## src/rtl/interrupt_ack_responder.sv

```systemverilog
// 68000 IACK cycle responder: decodes the CPU-space acknowledge, strobes the per-level iack_n line
// and answers with autovector (vpa_n) or vector byte + dtack_n after WAIT_CYCLES. All outputs registered.
module interrupt_ack_responder #(
    parameter logic [6:0]  AUTOVEC_MASK = 7'b1111111,
    parameter logic [7:0]  VECTOR_BASE  = 8'h40,
    parameter int unsigned WAIT_CYCLES  = 2
) (
    input  logic       clk,
    input  logic       rst,
    input  logic       as_n_i,
    input  logic [2:0] fc_i,
    input  logic [3:0] addr_hi_i,
    input  logic [2:0] addr_lo_i,
    input  logic [6:0] irq_n_i,
    output logic [6:0] iack_n_o,
    output logic       vpa_n_o,
    output logic       dtack_n_o,
    output logic [7:0] vec_out_o,
    output logic       vec_oe_o
);

    typedef enum logic [1:0] {
        S_IDLE,
        S_HOLD,
        S_WAIT,
        S_RESP
    } state_t;

    state_t     state_q, state_d;
    logic       sync1_q, as_s_q;
    logic [3:0] cnt_q, cnt_d;
    logic       auto_q, auto_d;
    logic [6:0] iack_q, iack_d;
    logic       vpa_q, vpa_d;
    logic       dtack_q, dtack_d;
    logic       oe_q, oe_d;
    logic [7:0] vec_q, vec_d;

    logic       is_iack;
    logic [6:0] lvl_1h;
    logic       spurious;
    logic       autovec;

    // One-hot of the acknowledged level (bit i = level i+1); all zero for addr_lo == 0.
    assign lvl_1h   = 7'((8'd1 << addr_lo_i) >> 1);
    assign is_iack  = (fc_i == 3'b111) && (addr_hi_i == 4'hF) && (addr_lo_i != 3'd0);
    assign spurious = (irq_n_i & lvl_1h) != 7'd0;
    assign autovec  = !spurious && ((AUTOVEC_MASK & lvl_1h) != 7'd0);

    always_comb begin
        state_d = state_q;
        cnt_d   = cnt_q;
        auto_d  = auto_q;
        iack_d  = iack_q;
        vpa_d   = vpa_q;
        dtack_d = dtack_q;
        oe_d    = oe_q;
        vec_d   = vec_q;
        unique case (state_q)
            S_IDLE: begin
                if (!as_s_q) begin
                    if (is_iack) begin
                        state_d = S_WAIT;
                        cnt_d   = 4'(WAIT_CYCLES);
                        auto_d  = autovec;
                        iack_d  = ~lvl_1h;
                        if (spurious)
                            vec_d = 8'h18;
                        else if (autovec)
                            vec_d = 8'h00;
                        else
                            vec_d = VECTOR_BASE + {5'd0, addr_lo_i};
                    end else begin
                        state_d = S_HOLD;
                    end
                end
            end
            S_HOLD: begin
                if (as_s_q)
                    state_d = S_IDLE;
            end
            S_WAIT: begin
                // A released strobe wins over an expiring counter: the CPU has abandoned the cycle.
                if (as_s_q) begin
                    state_d = S_IDLE;
                    cnt_d   = 4'd0;
                    iack_d  = 7'h7F;
                    vpa_d   = 1'b1;
                    dtack_d = 1'b1;
                    oe_d    = 1'b0;
                    vec_d   = 8'h00;
                end else if (cnt_q == 4'd0) begin
                    state_d = S_RESP;
                    vpa_d   = !auto_q;
                    dtack_d = auto_q;
                    oe_d    = !auto_q;
                end else begin
                    cnt_d = cnt_q - 4'd1;
                end
            end
            S_RESP: begin
                if (as_s_q) begin
                    state_d = S_IDLE;
                    cnt_d   = 4'd0;
                    iack_d  = 7'h7F;
                    vpa_d   = 1'b1;
                    dtack_d = 1'b1;
                    oe_d    = 1'b0;
                    vec_d   = 8'h00;
                end
            end
            default: state_d = S_IDLE;
        endcase
    end

    always_ff @(posedge clk or posedge rst) begin
        if (rst) begin
            sync1_q <= 1'b1;
            as_s_q  <= 1'b1;
            state_q <= S_IDLE;
            cnt_q   <= 4'd0;
            auto_q  <= 1'b0;
            iack_q  <= 7'h7F;
            vpa_q   <= 1'b1;
            dtack_q <= 1'b1;
            oe_q    <= 1'b0;
            vec_q   <= 8'h00;
        end else begin
            sync1_q <= as_n_i;
            as_s_q  <= sync1_q;
            state_q <= state_d;
            cnt_q   <= cnt_d;
            auto_q  <= auto_d;
            iack_q  <= iack_d;
            vpa_q   <= vpa_d;
            dtack_q <= dtack_d;
            oe_q    <= oe_d;
            vec_q   <= vec_d;
        end
    end

    assign iack_n_o  = iack_q;
    assign vpa_n_o   = vpa_q;
    assign dtack_n_o = dtack_q;
    assign vec_out_o = vec_q;
    assign vec_oe_o  = oe_q;

endmodule

```

## config.mk

```make
export PLATFORM = sky130hd
export DESIGN_NAME = interrupt_ack_responder
export DESIGN_NICKNAME = d
export VERILOG_FILES = /design/src/rtl/interrupt_ack_responder.sv
export SDC_FILE = /design/constraint.sdc
export NUM_CORES = 1
export LEC_CHECK = 0
export ABC_AREA = 0
export CORE_ASPECT_RATIO = 0.75
export CORE_MARGIN = 5
export CORE_UTILIZATION = 45
export CTS_CLUSTER_DIAMETER = 200
export DETAILED_ROUTE_END_ITERATION = 16
export PLACE_DENSITY = 0.87
export SYNTH_ARGS = -nofsm -noshare
export SYNTH_HDL_FRONTEND = slang
export SYNTH_SLANG_ARGS = --single-unit
```

## constraint.sdc

```tcl
create_clock -name clk -period 2.2 [get_ports clk]
set_input_delay 0.22 -clock clk [delete_from_list [all_inputs] [get_ports clk]]
set_output_delay 0.22 -clock clk [all_outputs]
set_load 0.01 [all_outputs]
```

* Yosys cells after proc, flatten, opt, wreduce, memory -nomap -nowiden
Cells that the tools add are included.
** Word-level totals
- Bits in registers :: 27
- Input bits :: 20
- Output and inout port bits :: 18
** Operators by class
- Add/sub/neg operators :: 2
- Eq/ne operators :: 12
- Shift-type cells :: 1
- Multiplexer cells :: 32
- Bitwise logic cells :: 3
- Reductions and logical operators :: 20
** Operators by type and width (number)
- 8-bit two-way mux :: 5
- 7-bit two-way mux :: 3
- 4-bit two-way mux :: 5
- 8-bit one-hot mux with 2 select lines :: 1
- 7-bit one-hot mux with 2 select lines :: 1
- 7-bit nonzero test :: 2
- 4-bit one-hot mux with 3 select lines :: 1
- 2-bit two-way mux :: 5
- 3-bit AND reduction :: 3
- 7-bit by 3-bit adder with 8-bit output (first input constant) :: 1
- 1-bit by 3-bit << shifter with 8-bit output (first input constant) :: 1
- 7-bit bitwise AND :: 1
- 1-bit two-way mux :: 7
- 7-bit NOT :: 1
- 2-bit inequality test (second input constant) :: 3
- 3-bit inequality test (second input constant) :: 2
- 1-bit one-hot mux with 2 select lines :: 3
- 2-bit one-hot mux with 3 select lines :: 1
- 3-bit nonzero test :: 2
- 5-bit AND reduction :: 1
- 2-bit equality test (second input constant) :: 2
- 4-bit equality test (second input constant) :: 1
- 4-bit logical NOT :: 1
- 2-bit by 1-bit inequality test with 1-bit output (second input constant) :: 2
- other kinds (10) :: 15

* Depth between registers and ports, before layout
- Depth in word-level cells :: 10
- Mapped depth :: 6

* Worst setup path after synthesis
Ideal clock, no wire load.
- Path kind :: reg-to-reg
- From :: register cnt_q[0]
- To :: register oe_q, in the netlist vec_oe_o
- Arrival :: 1569 ps
- Data required time :: 2075 ps
- Path slack :: 507 ps
- Stages on the path, launching flop included :: 7
- Period minus slack after synthesis :: 1693 ps
- Cell sequence :: dfrtp_1 -> inv_1 -> ha_1 -> nor3b_1 -> nor2b_1 -> o21ai_0 -> mux2_2
** Between the ends
- Longest elaborated chain between the ends :: 3
** RTL lines
- start: declaration :: line 31 : logic [3:0] cnt_q, cnt_d;
- start signal: assignment :: line 132 : cnt_q <= cnt_d;
- 4-bit logical NOT :: line 92 : end else if (cnt_q == 4'd0) begin
- 3-bit inequality test (no line)
- 3-bit AND reduction (no line)
- end signal: assignment :: line 126 : oe_q <= 1'b0;
- end signal: assignment :: line 137 : oe_q <= oe_d;
- end: declaration :: line 36 : logic oe_q, oe_d;
Every way passes these cells.
A chain may end at the register's enable or synchronous reset.

* Worst setup path after layout
Ends and elaborated chain as after synthesis.

==> PnR_summary.wiki <==
{| class="wikitable"
! Metric !! Value
|-
| Outcome || completed
|-
| Starting density of the core || 46.8%
|-
| Headroom to the max-slew limit || 64.7%
|-
| Clock latency at the later pin of the worst-skew pair || 0.31 ns
|-
| Data required time of the worst path || 2.42 ns
|-
| Mapped Avg Cell Area || 10.1 um2
|-
| Die height || 55.1 um
|-
| Die area || 0.00386 mm2
|-
| DRC violation count after routing || 0
|-
| Layout area overhead || 34.1%
|-
| Fraction of registers with async set or reset after synthesis || 100%
|-
| Time the final worst path needs with I/O delays and setup || 1.91 ns
|-
| Maximum number of pins on one net before global-route repair || 25
|-
| Routed via count || 980
|-
| Maximum fanout along the worst path || 3
|-
| YS warnings || 0
|-
| VDD IR-drop max || 0.000329 V
|-
| Total setup violations reported at the end of the flow || 0
|-
| Synth Cell Area || 0.00122 mm2
|-
| Cell row count || 16
|-
| Core region area || 0.00260 mm2
|-
| Clock transition at path regs || 0.13 ns
|-
| Final Hold Violating Endpoints || 0
|-
| Fin nets || 178
|-
| Total track usage || 14.5%
|-
| Initial detailed-routing violation count || 21
|-
| Number of enable-type register cells in the synthesized netlist || 0
|-
| Fraction of synthesized cell area taken by the top area cell type || 26.7%
|-
| Resized Gates After CTS || 0
|-
| Inserted Clock Buffers || 3
|-
| Antenna fix cells || 0
|-
| Transition time at the pin with the least slew margin || 0.524 ns
|-
| Drt via density || 5.13
|-
| Layout Skew || 0.00304 ns
|-
| Total negative setup slack || 0 ns
|-
| Setup Fix Bufs, Post-CTS || 0
|-
| Global-route wire length before repair || 4330 um
|-
| Yosys reg bits || 24
|-
| Count of H-tree levels built during CTS || 1
|-
| Estimated wirelength of the detail-placed design || 2070 um
|-
| Share of post-route cells with drive strength above 1 || 15.5%
|-
| Max Root-Sink Buffers || 2
|-
| Routability cong. || 0.910
|-
| Highest achievable clock rate || 524 MHz
|-
| Top cell types by occurrence after synthesis || sky130_fd_sc_hd__dfrtp_1 (13), sky130_fd_sc_hd__nand2_1 (13), sky130_fd_sc_hd__nor2_1 (12), sky130_fd_sc_hd__dfstp_2 (11), sky130_fd_sc_hd__inv_1 (6)
|-
| Placed cell count || 187
|-
| Critical setup path kind || flop to flop
|-
| Number of antenna violations at the first check in global routing || 0
|-
| Non-filler cells in the finished layout || 191
|-
| Sum of routed wire length over all layers || 2710 um
|-
| CTS Sinks || 24
|-
| Tcrit/Tclk final || 86.8%
|-
| Classification of the worst-slack hold path || input port to async pin
|-
| Kind of start point of the critical path || flop
|-
| Clock tree from TritonCTS || done
|-
| Number of hold buffers added after cts || 0
|-
| Buffers added on ports || 35
|-
| Number of slew-limit violations in the final report || 0
|-
| Post-route worst setup slack || 0.291 ns
|-
| Max capacitance violation total || 0
|-
| Post-layout instance area || 0.00163 mm2
|-
| Number of global-route vias before repair || 968
|-
| Routed length per instance || 14.2 um
|-
| Cell Pwr Density || 609 mW/mm2
|-
| Worst Setup End Kind || flop
|-
| Cell type contributing the most total cell area after synthesis || sky130_fd_sc_hd__dfrtp_1
|-
| Length in cells of the worst reg-to-reg path || 6
|-
| Grt total ovfl || 0
|-
| Mapped Cells || 121
|-
| Static power due to leakage || 0.000717 uW
|-
| Number of distinct library cells after synthesis || 38
|-
| Sequential cell area fraction in the yosys report || 50.4%
|-
| Area after detailed placement || 0.00158 mm2
|-
| Primary flip-flop cell chosen by synthesis mapping || sky130_fd_sc_hd__dfrtp_1
|-
| Chip Width || 70.1 um
|-
| Root Buffer Master || sky130_fd_sc_hd__clkbuf_4
|-
| Top Ports || 38
|-
| Number of routed nets with antenna violations || 0
|-
| Router iterations before antenna repair || 4
|-
| Worst-case setup slack after placement || 0.266 ns
|-
| Arrival time reported for the critical path endpoint || 2.13 ns
|-
| RSZ-0062 raised after global routing || no
|-
| Leading post-synthesis cells by cell area || sky130_fd_sc_hd__dfrtp_1 (27%), sky130_fd_sc_hd__dfstp_2 (24%), sky130_fd_sc_hd__nand2_1 (4.0%)
|}
==> critical path, cell delays in order (launching register included) <==
cell,delay (ns)
sky130_fd_sc_hd__dfrtp_1,0.41
sky130_fd_sc_hd__inv_1,0.09
sky130_fd_sc_hd__ha_1,0.20
sky130_fd_sc_hd__nor3b_1,0.15
sky130_fd_sc_hd__nor2b_1,0.14
sky130_fd_sc_hd__o21ai_0,0.44
sky130_fd_sc_hd__mux2_2,0.39
==> registers in the layout (all words and copies together) (netlist names) <==
name       cells
vec_out_o      5
as_s_q         1
vec_oe_o       1
iack_n_o       7
auto_q         1
dtack_n_o      1
sync1_q        1
cnt_q          4
vpa_n_o        1
state_q        2
==> metrics by stage <==
step                total power [uW]  hold slack, ns  util (%)
floorplan                        600           0.224         -
CTS                             1010           0.227      62.8
finish                           996           0.232      62.8
global route                    1040           0.246      62.8
global placement                 676           0.346      60.8
detailed placement               687           0.349      60.8
==> final cells by class <==
| cell class | count | area (um2) |
|---|---|---|
| Inverter | 6 | 22.5 |
| Timing Repair Buffer | 40 | 388 |
| Multi-Input combinational cell | 81 | 512 |
| Sequential cell | 24 | 614 |
| Clock buffer | 3 | 22.5 |
| Clock inverter | 1 | 30.0 |
| Tap cell | 36 | 45.0 |
| Fill cell | 227 | 968 |
==> worst paths after layout <==
check	start	endpoint	slack [ns]
min in group clk	as_n_i	sync1_q	0.30
max in group asynchronous	rst	iack_n_o[4]	1.68
setup reg to reg	cnt_q[0]	vec_oe_o	0.29
setup / recovery	cnt_q[0]	vec_oe_o	0.29
hold / removal	rst	vec_out_o[0]	0.23
hold reg to reg	sync1_q	as_s_q	0.37
==> cell families (layout without fill, tap and decap cells) <==
logic type                 Yosys count  count (layout)  synth area share, %
muxes                                5               5                 5.65
xor gates and xnor gates             3               3                 2.16
buffers and inverters               17              50                 7.91
AOI/OAI and AO/OA                   13              13                 6.37
DFF                                 24              24                 50.4
adders and majority gates            2               2                 2.05
other                                1               2                0.308
and+or+nand+nor                     56              56                 25.2
==> where the power goes <==
group / switching [uW] / internal (uW) / total (uW)
clock network: 132 / 184 / 316
registers: 21.7 / 476 / 498
logic: 75.9 / 106 / 182
==> cell usage in the layout (no fill, tap or decap), drive strengths merged, types with 3 or more instances in the layout <==
cell and n:
and3 4, dfrtp 13, a21oi 4, clkdlybuf4s50 35, o21ai 5, buf 5, nor2 12, xnor2 3
clkbuf 3, nor3 5, nand3 3, inv 6, dfstp 11, nor2b 3, nand2 13
==> layer usage <==
metal	routed length, um	up-vias	share of wire (%)	GRT usage [%]
met5	0	-	0	0
met4	15	0	0.55	2.87
met3	176	2	6.5	4.69
met2	1380	37	51	27.4
met1	1130	463	42	16.7
li1	-	478	-	-
(Power assumes the default switching activity.)
